File: src/rtl/seq_detect_param_if.sv
// Purpose : bundles the serial-data, pattern-load and status signals of the
//           parametrised sequence detector.
// Modports:
//   master - bit source / controller: drives x, x_valid, mode_ovl, pat_load,
//            pat_in, len_in, cnt_clr; observes y, match_cnt
//   slave  - detector: receives the controls, drives y and match_cnt
interface seq_detect_param_if #(
    parameter int MAX_LEN = 8,
    parameter int CNT_W   = 8
);
    localparam int LW = $clog2(MAX_LEN + 1);

    logic               x;
    logic               x_valid;
    logic               mode_ovl;
    logic               pat_load;
    logic [MAX_LEN-1:0] pat_in;
    logic [LW-1:0]      len_in;
    logic               cnt_clr;
    logic               y;
    logic [CNT_W-1:0]   match_cnt;

    modport master (
        output x, x_valid, mode_ovl, pat_load, pat_in, len_in, cnt_clr,
        input  y, match_cnt
    );

    modport slave (
        input  x, x_valid, mode_ovl, pat_load, pat_in, len_in, cnt_clr,
        output y, match_cnt
    );
endinterface

File: src/rtl/seq_detect_param.sv
// Purpose : serial pattern detector with run-time loadable pattern/length,
//           overlapping or non-overlapping matching, input-valid qualification
//           and a saturating match counter.
// Ports   :
//   clk  - rising-edge clock
//   rst  - synchronous active-high reset
//   bus  - seq_detect_param_if.slave: x/x_valid serial input, mode_ovl,
//          pat_load/pat_in/len_in pattern loading, cnt_clr, registered
//          outputs y (one-cycle match pulse) and match_cnt.
// The most recently accepted bit is compared against pattern bit 0, so
// pattern bit [len-1] is the first bit of the sequence on the wire.
module seq_detect_param #(
    parameter int                 MAX_LEN     = 8,
    parameter logic [MAX_LEN-1:0] DEF_PATTERN = 8'b0001_0101,
    parameter int                 DEF_LEN     = 5,
    parameter int                 CNT_W       = 8
) (
    input  logic              clk,
    input  logic              rst,
    seq_detect_param_if.slave bus
);
    localparam int LW = $clog2(MAX_LEN + 1);

    // Mask with the low l bits set.
    function automatic logic [MAX_LEN-1:0] len_mask(input logic [LW-1:0] l);
        logic [MAX_LEN-1:0] m;
        for (int i = 0; i < MAX_LEN; i++) begin
            m[i] = (i < int'(l));
        end
        return m;
    endfunction

    // Length clamped into 1..MAX_LEN.
    function automatic logic [LW-1:0] clamp_len(input logic [LW-1:0] l);
        logic [LW-1:0] c;
        if (l == LW'(0)) begin
            c = LW'(1);
        end else if (l > LW'(MAX_LEN)) begin
            c = LW'(MAX_LEN);
        end else begin
            c = l;
        end
        return c;
    endfunction

    logic [MAX_LEN-1:0] hist_q, hist_d;
    logic [LW-1:0]      fill_q, fill_d;
    logic [MAX_LEN-1:0] pat_q,  pat_d;
    logic [LW-1:0]      len_q,  len_d;
    logic               y_q,    y_d;
    logic [CNT_W-1:0]   cnt_q,  cnt_d;

    logic [MAX_LEN-1:0] shifted_s;
    logic [MAX_LEN-1:0] mask_s;
    logic [LW:0]        fill_inc_s;
    logic [LW-1:0]      len_new_s;
    logic               accept_s;
    logic               match_s;

    // Next-state: shift/match on accepted bits, pattern load, counter update.
    always_comb begin
        hist_d     = hist_q;
        fill_d     = fill_q;
        pat_d      = pat_q;
        len_d      = len_q;
        cnt_d      = cnt_q;

        // Loading the pattern takes precedence over (and drops) a valid bit.
        accept_s   = bus.x_valid & ~bus.pat_load;
        shifted_s  = {hist_q[MAX_LEN-2:0], bus.x};
        mask_s     = len_mask(len_q);
        fill_inc_s = {1'b0, fill_q} + (LW + 1)'(1);
        len_new_s  = clamp_len(bus.len_in);
        // fill+1 >= len guarantees the masked window holds only fresh bits.
        match_s    = accept_s && (fill_inc_s >= {1'b0, len_q}) &&
                     ((shifted_s & mask_s) == (pat_q & mask_s));
        y_d        = match_s;

        if (bus.pat_load) begin
            pat_d  = bus.pat_in & len_mask(len_new_s);
            len_d  = len_new_s;
            hist_d = {MAX_LEN{1'b0}};
            fill_d = LW'(0);
        end else if (accept_s) begin
            hist_d = shifted_s;
            if (match_s && !bus.mode_ovl) begin
                fill_d = LW'(0);
            end else if (fill_q < LW'(MAX_LEN)) begin
                fill_d = fill_q + LW'(1);
            end else begin
                fill_d = fill_q;
            end
        end else begin
            hist_d = hist_q;
        end

        // Clear wins over a same-cycle increment; the count never wraps.
        if (bus.cnt_clr) begin
            cnt_d = {CNT_W{1'b0}};
        end else if (match_s && (cnt_q != {CNT_W{1'b1}})) begin
            cnt_d = cnt_q + CNT_W'(1);
        end else begin
            cnt_d = cnt_q;
        end
    end

    // State registers with synchronous reset to the default pattern.
    always_ff @(posedge clk) begin
        if (rst) begin
            hist_q <= {MAX_LEN{1'b0}};
            fill_q <= LW'(0);
            pat_q  <= DEF_PATTERN;
            len_q  <= LW'(DEF_LEN);
            y_q    <= 1'b0;
            cnt_q  <= {CNT_W{1'b0}};
        end else begin
            hist_q <= hist_d;
            fill_q <= fill_d;
            pat_q  <= pat_d;
            len_q  <= len_d;
            y_q    <= y_d;
            cnt_q  <= cnt_d;
        end
    end

    assign bus.y         = y_q;
    assign bus.match_cnt = cnt_q;
endmodule

File: src/flat_wrapper.sv
// flat-port wrapper written by rule: the top's interface ports become plain ports
module seq_detect_param_flat 
#(
    parameter int                 MAX_LEN     = 8,
    parameter logic [MAX_LEN-1:0] DEF_PATTERN = 8'b0001_0101,
    parameter int                 DEF_LEN     = 5,
    parameter int                 CNT_W       = 8
)
  (clk, rst, bus_x, bus_x_valid, bus_mode_ovl, bus_pat_load, bus_pat_in, bus_len_in, bus_cnt_clr, bus_y, bus_match_cnt);
  seq_detect_param_if #(.MAX_LEN(MAX_LEN), .CNT_W(CNT_W)) bus_i ();
  input  logic clk;
  input  logic rst;
  input wire logic [$bits(bus_i.x)-1:0] bus_x;
  input wire logic [$bits(bus_i.x_valid)-1:0] bus_x_valid;
  input wire logic [$bits(bus_i.mode_ovl)-1:0] bus_mode_ovl;
  input wire logic [$bits(bus_i.pat_load)-1:0] bus_pat_load;
  input wire logic [$bits(bus_i.pat_in)-1:0] bus_pat_in;
  input wire logic [$bits(bus_i.len_in)-1:0] bus_len_in;
  input wire logic [$bits(bus_i.cnt_clr)-1:0] bus_cnt_clr;
  output wire logic [$bits(bus_i.y)-1:0] bus_y;
  output wire logic [$bits(bus_i.match_cnt)-1:0] bus_match_cnt;
  assign bus_i.x = bus_x;
  assign bus_i.x_valid = bus_x_valid;
  assign bus_i.mode_ovl = bus_mode_ovl;
  assign bus_i.pat_load = bus_pat_load;
  assign bus_i.pat_in = bus_pat_in;
  assign bus_i.len_in = bus_len_in;
  assign bus_i.cnt_clr = bus_cnt_clr;
  assign bus_y = bus_i.y;
  assign bus_match_cnt = bus_i.match_cnt;
  seq_detect_param #(.MAX_LEN(MAX_LEN), .DEF_PATTERN(DEF_PATTERN), .DEF_LEN(DEF_LEN), .CNT_W(CNT_W)) u_core (.clk(clk), .rst(rst), .bus(bus_i));
endmodule
File: config.mk
export PLATFORM = sky130hd
export DESIGN_NAME = seq_detect_param_flat
export DESIGN_NICKNAME = d
export VERILOG_FILES = /design/src/rtl/seq_detect_param_if.sv /design/src/rtl/seq_detect_param.sv /design/src/flat_wrapper.sv
export SDC_FILE = /design/constraint.sdc
export NUM_CORES = 1
export LEC_CHECK = 0
export BUFFER_PORTS_ARGS = -buffer_cell sky130_fd_sc_hd__buf_2
export CAP_MARGIN = 40
export CORE_MARGIN = 10
export CORE_UTILIZATION = 35
export DETAILED_ROUTE_END_ITERATION = 8
export GPL_TIMING_DRIVEN = 0
export SKIP_CTS_REPAIR_TIMING = 1
export SYNTH_ARGS = -nofsm -noshare
export SYNTH_HDL_FRONTEND = slang
export SYNTH_SLANG_ARGS = --single-unit
File: constraint.sdc
create_clock -name clk -period 3.9 [get_ports clk]
set_input_delay 0.585 -clock clk [delete_from_list [all_inputs] [get_ports clk]]
set_output_delay 0.585 -clock clk [all_outputs]
set_load 0.02 [all_outputs]
==> reports/summary.txt <==
status: completed
TNS Setup: 0 ps
Net Switching: 174.2 µW
diodes inserted: 0
number of flops mapped to enable cells by yosys: 0
design area: 1888 µm²
peak supply drop: 0.1802 mV
worst r2r path cells: 8
Cell Count, Final, Fillers Out: 271
DIE AREA: 7733 µm²
ys async rst share: 0%
post-synthesis adder-cell area fraction: 4.648%
kind of critical path: flop to flop
placed cell areas: 1795 µm²
FF-to-FF End: u_core.bus.match_cnt[6]$_SDFFE_PP0P_
sequential area share after synthesis: 39.66%
Yosys warning total: 0
placed cells: 263
core area: 4414 µm²
Switching Fraction: 25.62%
drt total wl: 3.657 mm
clock period minus final worst setup slack: 2529 ps
commonest non-fill, non-tap cell in the layout: dfxtp_1
antenna violations before repair: 0
startpoint types: flop
Flop pwr share: 50.7%
wire length of the first global-routing pass: 6.230 mm
GPL Wtd Cong: 0.7788
unrepaired setup endpoints after global routing: no
fraction of layout cells with a size suffix above 1: 17.35%
number of DRC markers in iteration 0: 40
max-slew violation count: 0
clock latency on the worst-skew pair: 290 ps
Slew @ Worst Pin: 527.1 ps
R2R setup slack: 1370 ps
Top FF cell, synth: dfxtp_1
Starting Density: 36.59%
clk root buf: clkbuf_8
Die X: 87.94 µm
Area Overhead vs Synth: 16.89%
syn nets: 213
synth unique cells: 40
Post-Syn Area: 1615 µm²
drc violations: 0
clock share of power: 38.7%
setup slack at placement: 1352 ps
final net count: 243
crit path max fanout: 6
CP startpoint: u_core.fill_q[0]$_SDFFE_PP0P_
via count: 1,395
number of synthesized register bits: 32
final setup fails: 0
Reg clk slew, reported paths: 70 ps
First-pass DRT Iterations: 4
Overflow after GRT: 0
Synth Area in Compound Gates: 21.61%
mux contribution to synthesized area: 6.197%
relative max-transition margin: 64.56%
Clock Skew: 5.866 ps
PwrDens: 360.1 nW/µm²
area share of and/or/nand/nor cells after synthesis: 17.89%
Gate power share: 10.6%
total of max-cap violations: 0
Cell Int Power: 505.7 µW
most frequent cells in the layout: dfxtp_1 (32), buf_2 (24), nor2_1 (19), nand2_1 (15), a21oi_1 (14)
Setup crit end: u_core.bus.match_cnt[6]$_SDFFE_PP0P_
Final Hold Vio Count: 0
largest family of logic cells by synthesized area: compound AO/OA/AOI/OAI gates
# rows: 24
Sink Count: 32
largest net degree at the start of global routing: 11
die height: 87.94 µm
syn_area_per_cell: 8.592 µm²
buffer levels on the longest clock path: 2
Arr. time, crit path: 2740 ps
Synth Instances: 188
count of port buffers added during placement: 23
worst reg2reg startpoint: u_core.fill_q[0]$_SDFFE_PP0P_
Final Cycle Share: 64.85%
XOR/XNOR Fraction of Synth Area: 5.964%
Vias/cell: 5.148
HP Class: flop to flop
f_max: 0.3954 GHz
Lkg Pwr: 0.0007310 µW
hold slack: 481.7 ps
DRT antenna net count: 0
CP endpoint kind: flop
H-tree depth: 2
vias in the first global route: 1,359
overall routing resource usage: 10.23%
Critical Path RT: 4110 ps
Num CTS Buffers: 5
Avg WL per Cell: 13.49 µm
final worst setup slack: 1371 ps
Ports: 28
Post-DP HPWL: 2.734 mm
TritonCTS clock tree: yes
[sequential cells by signal, summed over array words and instances (netlist names)]
signal / flops
u_core.bus.match_cnt: 8
u_core.bus.y: 1
u_core.hist_q: 7
u_core.len_q: 4
u_core.pat_q: 8
u_core.fill_q: 4
[cells in the mapped netlist (all sizes together), types with 2 or more instances]
master	number	area [µm²]
nor3	4	20.02
nor2	19	71.32
a221o	2	20.02
a21oi	14	70.07
or2	2	12.51
o211ai	2	15.01
xor2	6	52.55
or3	4	25.02
xnor2	5	43.79
a31oi	2	12.51
clkbuf	8	30.03
ha	6	75.07
or4	4	30.03
o21ai	11	55.05
buf	2	8.750
o31ai	5	37.54
mux2i	10	100.1
nand3	7	35.03
nand2	15	56.30
dfxtp	32	640.6
nor2b	3	18.77
a211oi	3	22.52
inv	7	26.28
[per-stage QoR]
stage               utilization [%]  total power, µW
floorplan                         -            400.0
global placement              40.67            423.7
detailed placement            40.67            424.4
CTS                           42.77            692.6
global route                  42.77            717.9
finish                        42.77            679.9
[cell type report]
type / instances / area [µm²]
inverter: 7 / 26.28
timing repair buffer: 23 / 115.1
clock buffer: 6 / 82.58
buffer: 10 / 38.79
fill: 446 / 2526
multi-input combinational: 139 / 909.6
clock inverter: 2 / 10.01
tap: 52 / 65.06
sequential: 32 / 640.6
[power by group through the flow]
stage / Clock, µW / Combinational (µW) / Sequential, µW
after floorplan: 0 / 51.0 / 349
after global placement: 0 / 72.0 / 352
after detailed placement: 0 / 72.5 / 352
after CTS: 275 / 72.9 / 345
after global routing: 289 / 83.1 / 345
final: 263 / 72.2 / 345
[cells by family after synthesis]
family                     Yosys count
DFF                                 32
buffers and inverters               17
xor gates and xnor gates            11
adders and majority gates            6
muxes                               10
and+or+nand+nor                     61
AOI/OAI and AO/OA                   51
[worst max-delay path, cell delays in order (launching register included)]
cell	delay, ps
dfxtp_1	370
ha_1	260
xor2_1	160
ha_1	270
o21ai_0	70
o21ai_0	290
nand2_1	200
or4_1	570
a221oi_2	270
[metal layers]
metal  vias to the layer above  global-route usage, %  routed length, µm
met4                         0                  5.942                 84
met5                         -                      0                  0
met3                         7                  3.807                266
li1                        733                      -                  -
met1                       615                  12.71               1756
met2                        40                  14.75               1551
[how the worst min path moves through the flow]
stage	start	to	slack (ps)	cells after the start
floorplan	u_core.pat_q[1]$_SDFFE_PP0P_	u_core.pat_q[1]$_SDFFE_PP0P_	450	2
global placement	u_core.bus.match_cnt[6]$_SDFFE_PP0P_	u_core.bus.match_cnt[6]$_SDFFE_PP0P_	470	2
detailed placement	u_core.bus.match_cnt[6]$_SDFFE_PP0P_	u_core.bus.match_cnt[6]$_SDFFE_PP0P_	470	2
CTS	u_core.bus.match_cnt[6]$_SDFFE_PP0P_	u_core.bus.match_cnt[6]$_SDFFE_PP0P_	480	2
global route	bus_pat_in[0]	u_core.pat_q[0]$_SDFFE_PP1P_	500	2
finish	u_core.bus.match_cnt[6]$_SDFFE_PP0P_	u_core.bus.match_cnt[6]$_SDFFE_PP0P_	480	2
(Power assumes the default switching activity.)
